===== config.mk =====
export PLATFORM = sky130hd
export DESIGN_NAME = carfield_mailbox_slv
export DESIGN_NICKNAME = d
export VERILOG_FILES = /design/src/rtl/carfield_pkg.sv /design/src/rtl/fifo_v3.sv /design/src/rtl/carfield_mailbox_slv.sv
export SDC_FILE = /design/constraint.sdc
export NUM_CORES = 1
export LEC_CHECK = 0
export CAP_MARGIN = 0
export CORE_MARGIN = 2
export CORE_UTILIZATION = 25
export DETAILED_ROUTE_END_ITERATION = 8
export MAX_ROUTING_LAYER = met4
export PLACE_DENSITY = 0.36
export SLEW_MARGIN = 20
export SYNTH_ARGS = -nofsm -noshare
export SYNTH_HDL_FRONTEND = slang
export SYNTH_SLANG_ARGS = --single-unit

===== constraint.sdc =====
create_clock -name clk_i -period 5.07 [get_ports clk_i]
set_input_delay 0.7605 -clock clk_i [delete_from_list [all_inputs] [get_ports clk_i]]
set_output_delay 0.7605 -clock clk_i [all_outputs]
set_load 0.03 [all_outputs]

===== src/rtl/carfield_pkg.sv =====
// Shared constants and types for the Carfield mailbox slave window.
package carfield_pkg;

  localparam int unsigned MailboxMaxChannels = 8;
  localparam logic [11:0] MailboxChanStride  = 12'h020;

  // Register selector, taken from addr[4:2] within a channel's 0x20 stride.
  typedef enum logic [2:0] {
    MboxDataW    = 3'd0,
    MboxDataR    = 3'd1,
    MboxStatus   = 3'd2,
    MboxDoorbell = 3'd3,
    MboxIrqEn    = 3'd4,
    MboxComplete = 3'd5,
    MboxIrqClr   = 3'd6
  } mbox_reg_e;

  typedef enum logic {
    MboxIdle = 1'b0,
    MboxResp = 1'b1
  } mbox_state_e;

  function automatic logic [31:0] mboxStatus(input logic empty, input logic full,
                                             input logic [7:0] count);
    return {16'h0000, count, 6'b000000, full, empty};
  endfunction

endpackage


===== src/rtl/fifo_v3.sv =====
// Minimal common_cells-compatible FIFO (no fall-through); usage wraps to 0 when full.
module fifo_v3 #(
  parameter int unsigned DATA_WIDTH = 32,
  parameter int unsigned DEPTH      = 8,
  localparam int unsigned ADDR_DEPTH = (DEPTH > 1) ? $clog2(DEPTH) : 1
) (
  input  logic                  clk_i,
  input  logic                  rst_ni,
  input  logic                  flush_i,
  output logic                  full_o,
  output logic                  empty_o,
  output logic [ADDR_DEPTH-1:0] usage_o,
  input  logic [DATA_WIDTH-1:0] data_i,
  input  logic                  push_i,
  output logic [DATA_WIDTH-1:0] data_o,
  input  logic                  pop_i
);

  localparam logic [ADDR_DEPTH:0] CntOne  = (ADDR_DEPTH+1)'(1);
  localparam logic [ADDR_DEPTH:0] CntFull = (ADDR_DEPTH+1)'(DEPTH);
  localparam logic [ADDR_DEPTH-1:0] PtrOne = ADDR_DEPTH'(1);

  logic [DATA_WIDTH-1:0] mem [DEPTH];
  logic [ADDR_DEPTH-1:0] readPtr, writePtr;
  logic [ADDR_DEPTH:0]   count;
  logic                  doPush, doPop;

  assign full_o  = (count == CntFull);
  assign empty_o = (count == '0);
  assign usage_o = count[ADDR_DEPTH-1:0];
  assign data_o  = mem[readPtr];
  assign doPush  = push_i & ~full_o;
  assign doPop   = pop_i & ~empty_o;

  // NOTE: sequential state is updated with non-blocking assignments only, so
  // every register samples the pre-edge value of every other register.
  always_ff @(posedge clk_i or negedge rst_ni) begin
    if (!rst_ni) begin
      readPtr  <= '0;
      writePtr <= '0;
      count    <= '0;
    end else if (flush_i) begin
      readPtr  <= '0;
      writePtr <= '0;
      count    <= '0;
    end else begin
      if (doPush) writePtr <= writePtr + PtrOne;
      if (doPop)  readPtr  <= readPtr + PtrOne;
      case ({doPush, doPop})
        2'b10:   count <= count + CntOne;
        2'b01:   count <= count - CntOne;
        default: count <= count;
      endcase
    end
  end

  // NOTE: storage is deliberately left out of reset; the pointers and count
  // already make stale words unreachable, and a reset here would cost a flop
  // reset per bit.
  always_ff @(posedge clk_i) begin
    if (doPush) mem[writePtr] <= data_i;
  end

endmodule


===== src/rtl/carfield_mailbox_slv.sv =====
// Mailbox slave window: per-channel message FIFO, doorbell, completion flag and
// level interrupts behind a one-request-per-two-cycles register bus.
module carfield_mailbox_slv
  import carfield_pkg::*;
#(
  parameter int unsigned NumChannels = 4,
  parameter int unsigned FifoDepth   = 4
) (
  input  logic                   clk_i,
  input  logic                   rst_i,
  input  logic                   req_valid_i,
  input  logic                   req_write_i,
  input  logic [11:0]            req_addr_i,
  input  logic [31:0]            req_wdata_i,
  input  logic [3:0]             req_wstrb_i,
  output logic                   req_ready_o,
  output logic [31:0]            rsp_rdata_o,
  output logic                   rsp_error_o,
  output logic [NumChannels-1:0] irq_rx_o,
  output logic [NumChannels-1:0] irq_tx_o
);

  localparam int unsigned AddrW = (FifoDepth > 1) ? $clog2(FifoDepth) : 1;
  localparam int unsigned ChanW = $clog2(MailboxMaxChannels);
  localparam logic [11:0] WindowEnd = 12'(NumChannels) * MailboxChanStride;

  mbox_state_e            stateQ;
  logic [NumChannels-1:0] doorbellQ, completionQ, enRxQ, enTxQ;
  logic [NumChannels-1:0] doorbellD, completionD, enRxD, enTxD;
  logic [NumChannels-1:0] fifoFull, fifoEmpty, fifoPush, fifoPop;
  logic [AddrW-1:0]       fifoUsage [NumChannels];
  logic [31:0]            fifoData  [NumChannels];

  logic             accept, inRange, byte0, fullWord;
  logic [ChanW-1:0] chanSel;
  mbox_reg_e        regSel;
  logic [31:0]      rdataD;
  logic             errD;

  assign accept   = (stateQ == MboxIdle) && req_valid_i;
  assign inRange  = req_addr_i < WindowEnd;
  assign chanSel  = req_addr_i[7:5];
  assign regSel   = mbox_reg_e'(req_addr_i[4:2]);
  assign byte0    = req_wstrb_i[0];
  assign fullWord = (req_wstrb_i == 4'hF);

  for (genvar c = 0; c < NumChannels; c++) begin : gen_fifo
    fifo_v3 #(
      .DATA_WIDTH(32),
      .DEPTH     (FifoDepth)
    ) i_fifo (
      .clk_i  (clk_i),
      .rst_ni (~rst_i),
      .flush_i(1'b0),
      .full_o (fifoFull[c]),
      .empty_o(fifoEmpty[c]),
      .usage_o(fifoUsage[c]),
      .data_i (req_wdata_i),
      .push_i (fifoPush[c]),
      .data_o (fifoData[c]),
      .pop_i  (fifoPop[c])
    );
  end

  // NOTE: every signal driven here gets a default before any branch, so no
  // path through the decode can leave a value held and infer a latch.
  always_comb begin
    doorbellD   = doorbellQ;
    completionD = completionQ;
    enRxD       = enRxQ;
    enTxD       = enTxQ;
    fifoPush    = '0;
    fifoPop     = '0;
    rdataD      = '0;
    errD        = 1'b0;
    if (accept) begin
      if (!inRange) begin
        errD = 1'b1;
      end else begin
        for (int c = 0; c < NumChannels; c++) begin
          if (chanSel == ChanW'(c)) begin
            case (regSel)
              MboxDataW: begin
                if (!req_write_i || fifoFull[c] || !fullWord) errD = 1'b1;
                else fifoPush[c] = 1'b1;
              end
              MboxDataR: begin
                if (req_write_i || fifoEmpty[c]) begin
                  errD = 1'b1;
                end else begin
                  fifoPop[c] = 1'b1;
                  rdataD     = fifoData[c];
                end
              end
              MboxStatus: begin
                if (req_write_i) errD = 1'b1;
                else rdataD = mboxStatus(fifoEmpty[c], fifoFull[c],
                                         8'({fifoFull[c], fifoUsage[c]}));
              end
              MboxDoorbell: begin
                if (req_write_i) begin
                  if (byte0 && req_wdata_i[0]) doorbellD[c] = 1'b1;
                end else begin
                  rdataD = {31'b0, doorbellQ[c]};
                end
              end
              MboxIrqEn: begin
                if (req_write_i) begin
                  if (byte0) begin
                    enRxD[c] = req_wdata_i[0];
                    enTxD[c] = req_wdata_i[1];
                  end
                end else begin
                  rdataD = {30'b0, enTxQ[c], enRxQ[c]};
                end
              end
              MboxComplete: begin
                if (req_write_i) begin
                  if (byte0 && req_wdata_i[0]) completionD[c] = 1'b1;
                end else begin
                  rdataD = {31'b0, completionQ[c]};
                end
              end
              MboxIrqClr: begin
                if (req_write_i && byte0) begin
                  if (req_wdata_i[0]) doorbellD[c]   = 1'b0;
                  if (req_wdata_i[1]) completionD[c] = 1'b0;
                end
              end
              default: errD = 1'b1;
            endcase
          end
        end
      end
    end
  end

  // Interrupts are registered from next-state values so they change together
  // with req_ready_o rather than one cycle behind it.
  always_ff @(posedge clk_i or posedge rst_i) begin
    if (rst_i) begin
      stateQ      <= MboxIdle;
      req_ready_o <= 1'b0;
      rsp_rdata_o <= '0;
      rsp_error_o <= 1'b0;
      doorbellQ   <= '0;
      completionQ <= '0;
      enRxQ       <= '0;
      enTxQ       <= '0;
      irq_rx_o    <= '0;
      irq_tx_o    <= '0;
    end else begin
      doorbellQ   <= doorbellD;
      completionQ <= completionD;
      enRxQ       <= enRxD;
      enTxQ       <= enTxD;
      irq_rx_o    <= doorbellD & enRxD;
      irq_tx_o    <= completionD & enTxD;
      case (stateQ)
        MboxIdle: begin
          req_ready_o <= 1'b0;
          if (req_valid_i) begin
            stateQ      <= MboxResp;
            req_ready_o <= 1'b1;
            rsp_rdata_o <= rdataD;
            rsp_error_o <= errD;
          end
        end
        MboxResp: begin
          stateQ      <= MboxIdle;
          req_ready_o <= 1'b0;
        end
        default: begin
          stateQ      <= MboxIdle;
          req_ready_o <= 1'b0;
        end
      endcase
    end
  end

endmodule


==> flow_summary.yaml <==
outcome:
  outcome: "finished clean"
synth:
  synth_area_um2: 23800
  mappedNetlistNets: 1306
  sequential_element_share_of_the_synthesized_area: 0.736
  synth_async_sr_flop_share: 0.144
  post_synthesis_cell_type_count: 62
  syn-instance-count: 1229
  synth-edff-count: 512
  leading_register_cell_type_out_of_synthesis: "sky130_fd_sc_hd__edfxtp_1"
  syn-mean-instance-area_um2: 19.4
  yosys_register_bits: 598
  synth-warning-count: 0
hold_path:
  holdCritPathClass: "input port to async pin"
grt:
  antenna_found_initial: 1
  globalRouteOverflowTotal: 0
  first_global_vias: 12836
  grt_first_pass_wirelength_um: 96600
  globalRouteTotalUtil: 0.143
  grt_start_max_net_pins: 56
cts:
  post_cts_resize_count: 0
  cts_htree_levels: 3
  cts_inserted_buffers: 73
  clk_root_buffer_cell: "sky130_fd_sc_hd__clkbuf_16"
  tritoncts: "done"
  clk_pin_slew_worst_paths_ns: 0.06
  post_cts_hold_buffer_count: 0
  clock_tree.buffer_depth: 3
  postCtsSetupBuffers: 0
  clkLatencyLatePin_ns: 0.62
  cts_num_sinks: 598
route:
  wl_per_cell_um: 25.1
  drt_first_pass_iters: 7
  routed_via_density: 4.52
  vias: 12131
  postRouteAntennaNets: 0
  drc: 0
  wl_um: 67400
  violation_count_after_the_first_detailed_route_iteration: 856
critical_path:
  path_class: "input port to flip-flop"
  cp.required_ns: 5.62
  cp.arrival_ns: 4.00
  cp_cell_sequence: "clkdlybuf4s50_1 > or4_4 > nor3_4 > buf_4 > and2_1 > ha_1 > inv_1 > fa_1 > xor2_1 > nor2_1 > xor2_1"
  path_max_fanout: 55
  worst_setup_path_start_kind: "input port"
  timing.critical_path.mode_cell: "sky130_fd_sc_hd__xor2_1"
  cpPeakStageDelay_ns: 0.72
  regToRegStartpoint: "stateQ"
  critPathLaunch: "req_addr_i[11]"
  timing.critical_path.to_type: "flip-flop"
  crit_path_top_delay_cell: "sky130_fd_sc_hd__buf_4"
floorplan:
  floorplan.initialDensity: 0.251
  dieWidth_um: 313
  die_area_um2: 97800
  fp.dieH_um: 313
  floorplan.io_pins: 94
  fp.coreArea_um2: 94700
  std_cell_rows: 113
place:
  routabilityCongestion: 0.776
  pre_cts_slack_ns: 0.913
  io_buffers: 91
  estimated_wirelength_of_the_detail_placed_design_um: 37800
timing:
  achievable_frequency_mhz: 290
  finClkSkew_ns: 0.0339
  slew_headroom: 0.295
  slew_violations: 0
  timing.final.setup_violations: 0
  grt_setup_unrepaired: "no"
  finalSetupTns_ns: 0
  hold_viol: 0
  final_period_util: 0.680
  worst_slew_pin_slew_ns: 1.05
  min_period_ns: 3.45
  timing.final.ws_setup_ns: 1.62
final_layout:
  final.fill_count: 9257
  multi_input_comb_area_um2: 5840
  antenna_cells_inserted: 0
  nNetsFinal: 1440
  drive_above_1_share: 0.228
  regArea_um2: 17500
  areaGrowthSynthToFinish_pct: 21.0
  final_core_util: 0.304
job:
  drv_cap: 0
pwr:
  vdd.ir_drop.worst_uv: 221
  power.leakage_nw: 9.35
  power_density_over_the_cells_nw_per_um2: 371
==> flip-flops by register name (all words and copies together), names as in the netlist <==
| name | count |
|---|---|
| gen_fifo.i_fifo.mem | 512 |
| completionQ | 4 |
| rsp_rdata_o | 32 |
| irq_tx_o | 4 |
| gen_fifo.i_fifo.readPtr | 8 |
| doorbellQ | 4 |
| irq_rx_o | 4 |
| rsp_error_o | 1 |
| stateQ | 1 |
| gen_fifo.i_fifo.writePtr | 8 |
| enTxQ | 4 |
| gen_fifo.i_fifo.count | 12 |
| enRxQ | 4 |
==> through the flow <==
step / hold slack [ns] / instances / total power, mW / instance area [um^2]
4_1_cts: 0.424 / 2685 / 10.9 / 28800
5_1_grt: 0.439 / 2685 / 11.1 / 28800
6_report: 0.456 / 2685 / 10.7 / 28800
3_3_place_gp: 0.476 / 2553 / 5.66 / 26500
3_5_place_dp: 0.478 / 2553 / 5.66 / 26500
2_1_floorplan: 0.447 / 1229 / 5.52 / 23800
==> kinds of logic after synthesis <==
group	count (synthesis)	synth area share
adder cells (fa/ha/maj)	25	0.0144
XOR/XNOR	25	0.00919
buffers and inverters	106	0.0202
AND/OR/NAND/NOR	173	0.0414
multiplexers	149	0.131
flip-flops	598	0.736
AO/OA/AOI/OAI	153	0.0476
==> area by class of cell <==
cell class | count | share of cell area
sequential | 598 | 0.609
timing repair buffer | 132 | 0.0483
tap | 1265 | 0.0549
clock inverter | 26 | 0.00929
inverter | 33 | 0.00438
clock buffer | 106 | 0.0719
multi-input combinational | 525 | 0.203
==> cell usage in the layout (no fill, tap or decap), drive strengths merged, types with 14 or more instances in the layout <==
cell and n:
clkbuf 106, nand2 63, a22oi 60, edfxtp 512
inv 36, buf 41, and2 25, clkdlybuf4s50 91
clkinv 17, nand3 17, mux4 129, a22o 30
o21ai 21, ha 21, dfrtp 86, mux2 14
==> path summary, 6_finish.rpt <==
check | end | slack [ns] | depth (start not counted)
worst min register to register | gen_fifo[1].i_fifo.count[2] | 0.49 | 1
worst max-delay path | gen_fifo[2].i_fifo.count[2] | 1.62 | 11
max in group asynchronous | rsp_rdata_o[22] | 3.64 | 3
worst max register to register | gen_fifo[2].i_fifo.count[2] | 2.09 | 10
worst min-delay path | rsp_rdata_o[3] | 0.46 | 2
min in group clk_i | gen_fifo[1].i_fifo.count[2] | 0.49 | 1
==> power breakdown <==
part | switching [mW] | internal [mW]
combinational | 0.143 | 0.0627
clock | 2.04 | 3.09
sequential | 0.00431 | 5.35
==> synthesized netlist by cell type, types with 7 or more instances <==
master,count,area (um^2)
sky130_fd_sc_hd__mux2_2,10,113
sky130_fd_sc_hd__a31oi_1,10,62.6
sky130_fd_sc_hd__edfxtp_1,512,15400
sky130_fd_sc_hd__nor2_1,13,48.8
sky130_fd_sc_hd__dfrtp_1,86,2150
sky130_fd_sc_hd__nor3_1,8,40.0
sky130_fd_sc_hd__and2_1,21,131
sky130_fd_sc_hd__nand2_1,63,236
sky130_fd_sc_hd__mux4_2,129,2910
sky130_fd_sc_hd__ha_1,21,263
sky130_fd_sc_hd__o21ai_0,19,95.1
sky130_fd_sc_hd__xnor2_1,13,114
sky130_fd_sc_hd__buf_2,38,190
sky130_fd_sc_hd__a22o_1,30,263
sky130_fd_sc_hd__xor2_1,12,105
sky130_fd_sc_hd__nand3_1,15,75.1
sky130_fd_sc_hd__inv_1,33,124
sky130_fd_sc_hd__and3_1,7,43.8
sky130_fd_sc_hd__clkbuf_1,27,101
sky130_fd_sc_hd__a22oi_1,60,450
==> critical path: cells and delay by family <==
family	cells	cell delay, ns
XOR/XNOR	2	0.31
adder cells (fa/ha/maj)	2	0.58
buffers and inverters	3	1.18
AND/OR/NAND/NOR	4	1.17
==> per-layer routing <==
| metal | vias to the layer above | GRT usage | part of all wire |
|---|---|---|---|
| met2 | 308 | 0.218 | 0.47 |
| met3 | 87 | 0.0249 | 0.042 |
| met1 | 6469 | 0.196 | 0.47 |
| met4 | 0 | 0.0421 | 0.022 |
| met5 | - | - | 0 |
| li1 | 5267 | - | - |
Power figures use the tool's default switching activity.
==> RTL change: new RTL, same flow settings <==
Set the parameter `NumChannels` to 8 (it was 4).
--- a/src/rtl/carfield_mailbox_slv.sv
+++ b/src/rtl/carfield_mailbox_slv.sv
@@ -4,5 +4,5 @@
   import carfield_pkg::*;
 #(
-  parameter int unsigned NumChannels = 4,
+  parameter int unsigned NumChannels = 8,
   parameter int unsigned FifoDepth   = 4
 ) (
Ports: changed (resized irq_rx_o and irq_tx_o); port bits go from 94 to 102. The function was not compared with the original's and may differ.
==> RTL change against the unedited design <==
Worst setup slack worse by 0.083 ns; combinational power increased by 130%; sequential share of layout area rose by 1.0 points; design area rose by 92%; register-to-register slack got worse by 0.26 ns; sequential cell count up 564; total power rose by 91%; area after synthesis increased by 94%; non-clock buffer count is 97 higher; routed wire length rose by 100%; critical path depth down 4; die area up 92%; largest cell class unchanged.
==> RTL change: results (changes against the unedited design) <==
layout:
  nets: 2667  # +85%
  drive_above_1_share: 0.262  # +0.0334
  largestRegisters: "gen_fifo.i_fifo.mem: 1024 flops, rsp_rdata_o: 32 flops, gen_fifo.i_fifo.count: 24 flops"
  nFillCells: 17800  # +93%
synth:
  ys_async_sr_fraction: 0.119  # -0.0251
  synth_mux_area_frac: 0.131  # -0.000697
  synth_area_leaders: "edfxtp_1 (67%), mux4_2 (12%), dfrtp_1 (7.5%), ha_1 (1.1%), a22o_1 (1.1%)"
  synth.distinct_cells: 78  # +26%
  seq_area_frac_synth: 0.741  # +0.00498
  synth-edff-count: 1024  # +100%
  synth-xor-area-share: 0.00929  # +0.000103
  synthTopCellsByCount: "edfxtp_1 (1024), mux4_2 (256), dfrtp_1 (138), nand2_1 (79), buf_2 (60)"
  synth.avg_cell_area_um2: 19.8  # +2.4%
  mappedNetlistNets: 2428  # +86%
sta:
  tightest_slew_ns: 0.991  # -0.0635 ns
  finalClockSkew_ns: 0.0339  # +0.0000211 ns
detailed_routing:
  routed_wl_mm: 138  # +100%
  met2WireLength_mm: 69.5  # +120%
  avgViaCountPerCell: 4.62  # +2.3%
  wl_met3_mm: 4.71  # +68%
  first_pass_iters: 8  # +1
  wl_met1_mm: 60.2  # +90%
  drt_iter0_drc: 1856  # +120%
setup_path:
  critPathTopFamily: "simple AND/OR/NAND/NOR gates"
  worstRegToRegCells: 6  # -4
  path_max_fanout: 11  # -80%
  crit_arrival_ns: 3.99  # about the same
  crit_slowest_cell: "or4_1"
  slowest_delay_ns: 0.66  # -0.06 ns
outcome:
  status: "finished, final reports clean"
place:
  portBuffers: 99  # +8.8%
  dpl.cell_count: 4893  # +92%
  dp_hpwl_mm: 89.6  # +140%
clock_tree:
  root_buffer: "clkbuf_16"
  htree_num_levels: 4  # +1
  cts_buffers: 135  # +85%
global_route:
  grt_util_met1: 0.192  # -0.00459
  antenna_found_initial: 3  # +2
  grt_max_degree: 78  # +39%
  grt_first_pass_wirelength_mm: 195  # +100%
  met2_usage: 0.254  # +0.0353
  gr-usage-met3: 0.0229  # -0.00202
  gr-usage-all-layers: 0.152  # +0.00846
power_and_ir_drop:
  p_leak_nw: 17.6  # +88%
  peakVddDrop_uv: 310  # +40%
hold_path:
  hp-class: "register to register"
## RTL change: path summary, 6_finish.rpt
kind,slack [ns],to
hold / removal,0.48,rsp_rdata_o[31]
hold reg to reg,0.48,rsp_rdata_o[31]
max in group asynchronous,3.48,gen_fifo[2].i_fifo.readPtr[1]
setup / recovery,1.54,gen_fifo[6].i_fifo.mem[2][20]
setup reg to reg,1.83,gen_fifo[6].i_fifo.mem[2][20]
min in group asynchronous,0.50,gen_fifo[1].i_fifo.writePtr[0]
## RTL change: kinds of logic (layout without fill, tap and decap cells)
logic type | Yosys count | count (layout)
buffers and inverters | 184 | 537
AOI/OAI and AO/OA | 307 | 307
xor gates and xnor gates | 49 | 49
other | 0 | 1
adders and majority gates | 49 | 49
muxes | 281 | 281
and+or+nand+nor | 295 | 295
DFF | 1162 | 1162
## RTL change: stage by stage
step                      worst slack, ns  hold WS (ns)   util  area [um2]  power, W
final                                1.54         0.483  0.302       55300    0.0205
after global routing                 1.38         0.508  0.302       55300    0.0212
after CTS                            1.54         0.487  0.302       55400    0.0208
after detailed placement            0.721         0.475  0.278       51000    0.0111
after global placement              0.792         0.469  0.278       51000    0.0111
after floorplan                     0.613         0.448      -       46200    0.0108
## RTL change: cell type report
cell class / instances / area [um2] / share of cell area
Multi-Input combinational cell: 981 / 11200 / 0.203
Tap cell: 2464 / 3080 / 0.0557
Clock buffer: 184 / 3760 / 0.0679
Inverter: 57 / 219 / 0.00396
Sequential cell: 1162 / 34200 / 0.619
Clock inverter: 67 / 622 / 0.0112
Antenna cell: 1 / 2.50 / 0.0000452
Timing Repair Buffer: 229 / 2160 / 0.0391
## RTL change: where the power goes
part           internal, W  leakage [nW]  switching, W
registers           0.0104          11.0     0.0000123
clock network      0.00555          2.13       0.00402
logic             0.000125          4.47      0.000353
total               0.0161          17.6       0.00438
